<file path="config.mk">
export PLATFORM = sky130hd
export DESIGN_NAME = csr_trap_unit
export DESIGN_NICKNAME = d
export VERILOG_FILES = /design/src/rtl/csr_trap_unit.sv
export SDC_FILE = /design/constraint.sdc
export NUM_CORES = 1
export LEC_CHECK = 0
export ABC_CLOCK_PERIOD_IN_PS = 6250
export CORE_ASPECT_RATIO = 0.6
export CORE_MARGIN = 8
export CORE_UTILIZATION = 30
export DETAILED_ROUTE_END_ITERATION = 7
export PLACE_DENSITY = 0.6
export SLEW_MARGIN = 20
export SYNTH_ARGS = -nofsm -noshare
export SYNTH_HDL_FRONTEND = slang
export SYNTH_SLANG_ARGS = --single-unit
</file>
<file path="constraint.sdc">
create_clock -name clk -period 6.25 [get_ports clk]
set_input_delay 1.25 -clock clk [delete_from_list [all_inputs] [get_ports clk]]
set_output_delay 1.25 -clock clk [all_outputs]
set_load 0.01 [all_outputs]
</file>
<file path="src/rtl/csr_trap_unit.sv">
// csr_trap_unit: machine-mode CSR file and trap sequencer driving pipeline flush and fetch redirect
//   clk, rst            clock; synchronous active-low reset
//   wb_wr_csr/waddr/wdata  WB-stage CSR write commit (address bits [11:0] decoded)
//   ctrl_raddr_csr      combinational CSR read address -> csr_rdata
//   exc_req/cause/pc    synchronous exception from MEM; exc_pc is also the interrupt resume PC
//   mret_req            mret reached MEM
//   irq_timer           level timer interrupt (mip.MTIP)
//   retire              instruction-retired strobe for minstret
//   pipe_flush          flush every pipeline register (FLUSH state)
//   redirect_valid/pc   fetch redirect to the latched trap target (REDIR state)
module csr_trap_unit #(
  parameter logic [31:0] RESET_MTVEC = 32'h0000_0100,
  parameter bit CNT_EN = 1'b1
) (
  input  logic        clk,
  input  logic        rst,
  input  logic        wb_wr_csr,
  input  logic [31:0] wb_waddr_csr,
  input  logic [31:0] wb_wdata_csr,
  input  logic [31:0] ctrl_raddr_csr,
  output logic [31:0] csr_rdata,
  input  logic        exc_req,
  input  logic [31:0] exc_cause,
  input  logic [31:0] exc_pc,
  input  logic        mret_req,
  input  logic        irq_timer,
  input  logic        retire,
  output logic        pipe_flush,
  output logic        redirect_valid,
  output logic [31:0] redirect_pc
);
  typedef enum logic [1:0] {IDLE, FLUSH, REDIR} state_e;
  state_e state_q, state_d;
  logic mie_q, mie_d, mpie_q, mpie_d, mtie_q, mtie_d, mode_q, mode_d;
  logic [29:0] base_q, base_d, mepc_q, mepc_d;
  logic [31:0] mcause_q, mcause_d, target_q, target_d;
  logic [63:0] mcycle_q, mcycle_d, minstret_q, minstret_d;
  logic [11:0] wa, ra;
  logic idle, take_exc, take_mret, take_irq, unused;
  assign wa = wb_waddr_csr[11:0];
  assign ra = ctrl_raddr_csr[11:0];
  assign idle = state_q == IDLE;
  assign take_exc = idle & exc_req;
  assign take_mret = idle & ~exc_req & mret_req;
  assign take_irq = idle & ~exc_req & ~mret_req & irq_timer & mtie_q & mie_q;
  assign redirect_pc = target_q;
  assign unused = ^{wb_waddr_csr[31:12], ctrl_raddr_csr[31:12], exc_pc[1:0]};
  always_comb begin
    csr_rdata = 32'd0;
    case (ra)
      12'h300: csr_rdata = {19'd0, 2'b11, 3'd0, mpie_q, 3'd0, mie_q, 3'd0};
      12'h304: csr_rdata = {24'd0, mtie_q, 7'd0};
      12'h344: csr_rdata = {24'd0, irq_timer, 7'd0};
      12'h305: csr_rdata = {base_q, 1'b0, mode_q};
      12'h341: csr_rdata = {mepc_q, 2'b00};
      12'h342: csr_rdata = mcause_q;
      12'hB00: csr_rdata = mcycle_q[31:0];
      12'hB80: csr_rdata = mcycle_q[63:32];
      12'hB02: csr_rdata = minstret_q[31:0];
      12'hB82: csr_rdata = minstret_q[63:32];
      default: csr_rdata = 32'd0;
    endcase
  end
  always_comb begin
    state_d = IDLE;
    pipe_flush = 1'b0;
    redirect_valid = 1'b0;
    case (state_q)
      IDLE: state_d = (take_exc | take_mret | take_irq) ? FLUSH : IDLE;
      FLUSH: begin
        state_d = REDIR;
        pipe_flush = 1'b1;
      end
      REDIR: redirect_valid = 1'b1;
      default: state_d = IDLE;
    endcase
  end
  // WB writes first; trap updates afterwards so they win on shared bits
  always_comb begin
    mie_d = mie_q;
    mpie_d = mpie_q;
    mtie_d = mtie_q;
    mode_d = mode_q;
    base_d = base_q;
    mepc_d = mepc_q;
    mcause_d = mcause_q;
    target_d = target_q;
    mcycle_d = CNT_EN ? mcycle_q + 64'd1 : mcycle_q;
    minstret_d = (CNT_EN && retire) ? minstret_q + 64'd1 : minstret_q;
    if (wb_wr_csr) begin
      case (wa)
        12'h300: begin
          mie_d = wb_wdata_csr[3];
          mpie_d = wb_wdata_csr[7];
        end
        12'h304: mtie_d = wb_wdata_csr[7];
        12'h305: begin
          base_d = wb_wdata_csr[31:2];
          mode_d = wb_wdata_csr[0];
        end
        12'h341: mepc_d = wb_wdata_csr[31:2];
        12'h342: mcause_d = wb_wdata_csr;
        12'hB00: mcycle_d = {mcycle_q[63:32], wb_wdata_csr};
        12'hB80: mcycle_d = {wb_wdata_csr, mcycle_q[31:0]};
        12'hB02: minstret_d = {minstret_q[63:32], wb_wdata_csr};
        12'hB82: minstret_d = {wb_wdata_csr, minstret_q[31:0]};
        default: ;
      endcase
    end
    if (take_exc | take_irq) begin
      mepc_d = exc_pc[31:2];
      mpie_d = mie_q;
      mie_d = 1'b0;
      mcause_d = take_exc ? exc_cause : 32'h8000_0007;
      // vectored mode offsets only interrupts: cause 7 -> base + 4*7
      target_d = {(take_irq && mode_q) ? base_q + 30'd7 : base_q, 2'b00};
    end
    if (take_mret) begin
      mie_d = mpie_q;
      mpie_d = 1'b1;
      target_d = {mepc_q, 2'b00};
    end
  end
  always_ff @(posedge clk) begin
    if (!rst) begin
      state_q <= IDLE;
      mie_q <= 1'b0;
      mpie_q <= 1'b0;
      mtie_q <= 1'b0;
      mode_q <= RESET_MTVEC[0];
      base_q <= RESET_MTVEC[31:2];
      mepc_q <= 30'd0;
      mcause_q <= 32'd0;
      target_q <= 32'd0;
      mcycle_q <= 64'd0;
      minstret_q <= 64'd0;
    end else begin
      state_q <= state_d;
      mie_q <= mie_d;
      mpie_q <= mpie_d;
      mtie_q <= mtie_d;
      mode_q <= mode_d;
      base_q <= base_d;
      mepc_q <= mepc_d;
      mcause_q <= mcause_d;
      target_q <= target_d;
      mcycle_q <= mcycle_d;
      minstret_q <= minstret_d;
    end
  end
endmodule

</file>
After elaboration in Yosys (flattened, before gate mapping)
Cells that the tools add are included.

Output and inout bits: 66. Word-level logic and storage cells: 94. Input port bits: 167. Register bits after elaboration: 256.

$add $sub $neg: 3. Bitwise operators: 12. Reduce and logical (&&, ||, !) cells: 13. Equality and inequality tests: 25. Multiplexer cells: 28.

Operators by type and width (count): $pmux 32 s10 (1); $pmux 64 s2 (2); $mux 32 (6); $mux 64 (3); $eq 12x10->1 const B (11); $add 64x1->64 const B (2); $mux 30 (4); $eq 12x12->1 const B (8); $add 30x3->30 const B (1); $mux 1 (11); $reduce_and 2->1 (5); $ne 2x2->1 const B (4); $reduce_bool 2->1 (4); $and 1x1->1 (7); $reduce_bool 3->1 (2); $pmux 2 s2 (1); $or 1x1->1 (3); $eq 2x1->1 const B (1); $eq 2x2->1 const B (1); $logic_not 2->1 (1); $not 1->1 (2); $logic_and 1x1->1 (1).

Logic depth before layout (Yosys ltp)
Depth in word-level cells: 10. Gate-level depth with buffers: 9. Depth with buffers taken out: 8.

Least setup slack after synthesis
Ideal clock, no wire load.

Kind: input port to output port. From: input port ctrl_raddr_csr[10]. To: output port csr_rdata[3]. Cell stages on the path: 6. Path slack: 2.025 ns. Data required time: 5.000 ns. Arrival: 2.975 ns. Path buffers: 1. Cells stage by stage: or3_1 -> or3_1 -> nor4_1 -> clkbuf_1 -> a222oi_1 -> nand4_1.

Longest elaborated chain between the ends: 2. Elaborated cells between the ends (all ways): 11. Those cells by class: eq/ne (10); mux (1).

RTL lines: start, declared (line 20) `input logic [31:0] ctrl_raddr_csr,`; $eq 12x12->1 or $eq 12x10->1 (tied branches) (line 50) `case (ra)`; $pmux 32 s10 * (line 50); end, declared (line 21) `output logic [31:0] csr_rdata,`.

Every way passes the cells marked *; elsewhere a longest branch is shown, timed or not.

Final worst setup path
From: input port ctrl_raddr_csr[6]. To: output port csr_rdata[15].

The elaborated chain is that of the path after synthesis.

==> impl_summary.log <==
[metrics] wire per inst: around 28 um
[metrics] highest attainable clock frequency: about 180 MHz
[metrics] Synth top area share: approximately 34%
[metrics] dominant cell type by area after synthesis: dfxtp_1
[metrics] relative slew slack: 23.00%
[metrics] DRT iter0 DRCs: 2951
[metrics] number of CTS-inserted buffers: 28
[metrics] remaining number of nets flagged by the antenna check after routing: 0
[metrics] largest net degree at the start of global routing: 70
[metrics] accumulated negative setup slack: 0 ns
[metrics] number of flops mapped to enable cells by yosys: 0
[metrics] global routing usage summed across all routing layers: 25.63%
[metrics] internal reg-to-reg setup slack: approximately 2.7 ns
[metrics] core footprint: 0.04942 mm2
[metrics] async set-or-reset flop fraction in the synthesized netlist: 0%
[metrics] Area growth, synth to finish: 22.53%
[metrics] status: finished, violations left
[metrics] power density normalized to cell area: about 220 mW/mm2
[metrics] count of cell types in the netlist: 94
[metrics] Total Power: slightly below 0.004 W
[metrics] post-cts sizing count: 0
[metrics] number of register bits inferred by synthesis: 256
[metrics] Post-CTS Setup Bufs: 0
[metrics] data arrival time at the worst-slack endpoint: 4.44 ns
[metrics] share of the cycle needed by the critical path after routing: 91.07%
[metrics] critical path capture point type: output pin
[metrics] critical path launch point type: input pin
[metrics] clock-pin slew reported for the worst setup and hold paths after clock tree synthesis: around 0.06 ns
[metrics] slew of the pin with the lowest slew margin: around 1.1 ns
[metrics] Placement Setup Slack: about 0.66 ns
[metrics] kind of path behind the tightest hold check: register to register
[metrics] fraction of final layout cells with drive strength greater than 1: approximately 7.0%
[metrics] number of levels the H-tree was split into: 1
[metrics] first-pass iteration count of the detailed router: 8
[metrics] Clock Skew: roughly 0.034 ns
[metrics] critical register-to-register path startpoint: mcycle_q[0]
[metrics] Die Outline Area: approximately 0.058 mm2
[metrics] Most used DFF post-synth: dfxtp_1
[metrics] final count of hold timing violations: 0
[metrics] final weighted congestion of routability-driven global placement: just under 1
[metrics] violations in the final reports: DRC
[metrics] Setup crit end: csr_rdata[15]
[metrics] detailed-route vias per instance: between 6 and 7
[metrics] leading cell types by total area after synthesis: dfxtp_1, nand2_1, a21oi_1
[metrics] peak supply drop: between 0.2 and 0.25 mV
[metrics] Buffers on Ports: between 150 and 200
[metrics] DRC violation count after routing: 10
[metrics] Mapped Avg Cell Area: between 7 and 8 um2
[metrics] synthesized area: ~0.015 mm2
[metrics] commonest non-fill, non-tap cells in the layout: dfxtp_1, nand2_1, clkdlybuf4s50_1, a21oi_1, nor2_1
[metrics] RSZ-0062 raised after global routing: no
[metrics] total number of yosys warnings: 0
[metrics] Cells after Synth: 1974
[metrics] clk_lat worst skew: around 0.6 ns
[metrics] # rows: between 60 and 70
[metrics] max-slew violation count: 0
[metrics] critical path class: input pin to output pin
[metrics] count of final setup violators: 0
[metrics] total wirelength of the detailed-routed design: between 70000 and 80000 um
[metrics] Leak Pwr: 5.957 nW
[metrics] first-pass GRT wire length: between 100000 and 150000 um
[metrics] worst setup slack after layout: between 0.5 and 0.6 ns
[metrics] TritonCTS clock tree: built
[metrics] clock tree root buffer cell: clkbuf_16
[metrics] worst flop-to-flop path endpoint: mcycle_q[56]
[metrics] clock tree buffer depth: 3
[metrics] crit-path max FO: 30
[metrics] worst-case hold slack: around 0.48 ns
[metrics] number of clock sinks seen by CTS: 256
[metrics] depth of the most critical reg-to-reg path: 7
[metrics] initial antenna violation count: 1
[metrics] leftover overflow at the end of global routing: 0
[metrics] vias in the first global route: 16464
[metrics] die width: 305.0 um
[metrics] Antenna Cells: 0
[metrics] most common cell after layout, fill and taps aside: dfxtp_1
[metrics] height of the die: 189.4 um
[metrics] number of top-level pins: approximately 230
[metrics] crit path from: ctrl_raddr_csr[6]
[metrics] number of max-cap violations: 0
[metrics] initial core utilization: between 30 and 40%
[metrics] number of vias in the routed layout: about 18000
[metrics] hold buffer count at cts: 0
[metrics] number of nets in the layout: roughly 2300
[metrics] placed wire-length estimate: 57220 um
[metrics] min cycle time layout: ~5.7 ns
[metrics] required time reported for the critical path endpoint: about 5.0 ns
[metrics] sequential share of the synthesized area: between 30% and 40%
==> power breakdown <==
group / switching [W] / leakage, nW / total, W / internal [W]
sequential: 0.0000680 / 2.08 / 0.00176 / 0.00169
clock: 0.000749 / 0.466 / 0.00177 / 0.00103
combinational: 0.000273 / 3.41 / 0.000436 / 0.000163
==> logic make-up after synthesis <==
| kind of cell | after synthesis | synth area share, % |
|---|---|---|
| AO/OA/AOI/OAI | 613 | 27.14 |
| XOR/XNOR | 39 | 2.272 |
| adder cells (fa/ha/maj) | 3 | 0.2497 |
| buffers and inverters | 184 | 5.209 |
| flip-flops | 256 | 34.09 |
| multiplexers | 55 | 3.745 |
| other | 1 | 0.02494 |
| AND/OR/NAND/NOR | 823 | 27.27 |
==> worst min path at each step <==
stage | from | end | slack (ns) | depth (start not counted)
2_1_floorplan | mepc_q[2] | redirect_pc[4] | 0.44 | 2
3_3_place_gp | mcause_q[2] | mcause_q[2] | 0.46 | 2
3_5_place_dp | mcause_q[2] | mcause_q[2] | 0.47 | 2
4_1_cts | mcause_q[2] | mcause_q[2] | 0.48 | 2
5_1_grt | mcause_q[2] | mcause_q[2] | 0.50 | 2
6_report | mcause_q[2] | mcause_q[2] | 0.48 | 2
==> synthesized netlist by cell type (4+ instances only) <==
cell type  number
o21a_1         21
mux2i_1        45
o22ai_1        25
a21o_1          5
and4_1         21
a211oi_1       49
a221oi_1        8
nor3_1         81
or3_1          15
o41ai_1         6
and2_1         19
o211ai_1       11
dfxtp_1       256
o21ai_0       128
a222oi_1       72
clkbuf_1      118
nand2_1       249
o31a_1          5
nor2b_1         5
nor4b_1         8
buf_2          19
buf_1           6
a2bb2oi_1       4
and3_1         24
a31oi_1        24
xnor2_1        21
a22oi_1        31
nor2_1        166
or4_4           4
mux2_2         10
nand4_1        48
a21oi_1       169
o221ai_1        7
a21boi_0        5
a32oi_1         6
inv_1          29
nor4_1         38
nand3_1       105
xor2_1         18
buf_6           4
or2_2           5
==> registers in the layout, summed over array words and instances, names as in the netlist <==
signal / flops
base_q: 30
mepc_q: 30
mpie_q: 1
state_q: 2
mcause_q: 32
minstret_q: 64
mie_q: 1
mode_q: 1
redirect_pc: 30
mtie_q: 1
mcycle_q: 64
==> through the flow <==
stage	std cells	utilization, %	cell area, um2
6_report	2751	37.28	18420
5_1_grt	2751	37.28	18420
4_1_cts	2751	37.26	18420
3_5_place_dp	2700	35.34	17470
3_3_place_gp	2700	35.34	17470
2_1_floorplan	1975	-	15040
==> layout make-up <==
cell class | instances | area (um2)
Fill cell | 5057 | 31000
Multi-Input combinational cell | 1535 | 9229
Sequential cell | 256 | 5125
Timing Repair Buffer | 228 | 2190
Tap cell | 650 | 813.3
Clock buffer | 38 | 768.2
Clock inverter | 13 | 178.9
Inverter | 31 | 118.9
==> worst max-delay path, stage by stage <==
cell and delay, ns:
clkdlybuf4s50_1 0.49, or3_1 0.51, or3_1 0.52, nor2_2 0.13
buf_4 0.39, a222oi_1 0.21, nand3_1 0.30, clkdlybuf4s50_1 0.61
==> layer usage <==
layer	part of all wire, %	up-vias	global-route usage [%]	wire (um)
li1	-	7709	-	-
met1	43	8546	36.27	33310
met2	39	1295	35.82	30810
met3	14	222	8.131	10670
met4	4.5	2	9.448	3522
met5	0.013	-	0	10
Power figures use the tool's default switching activity.
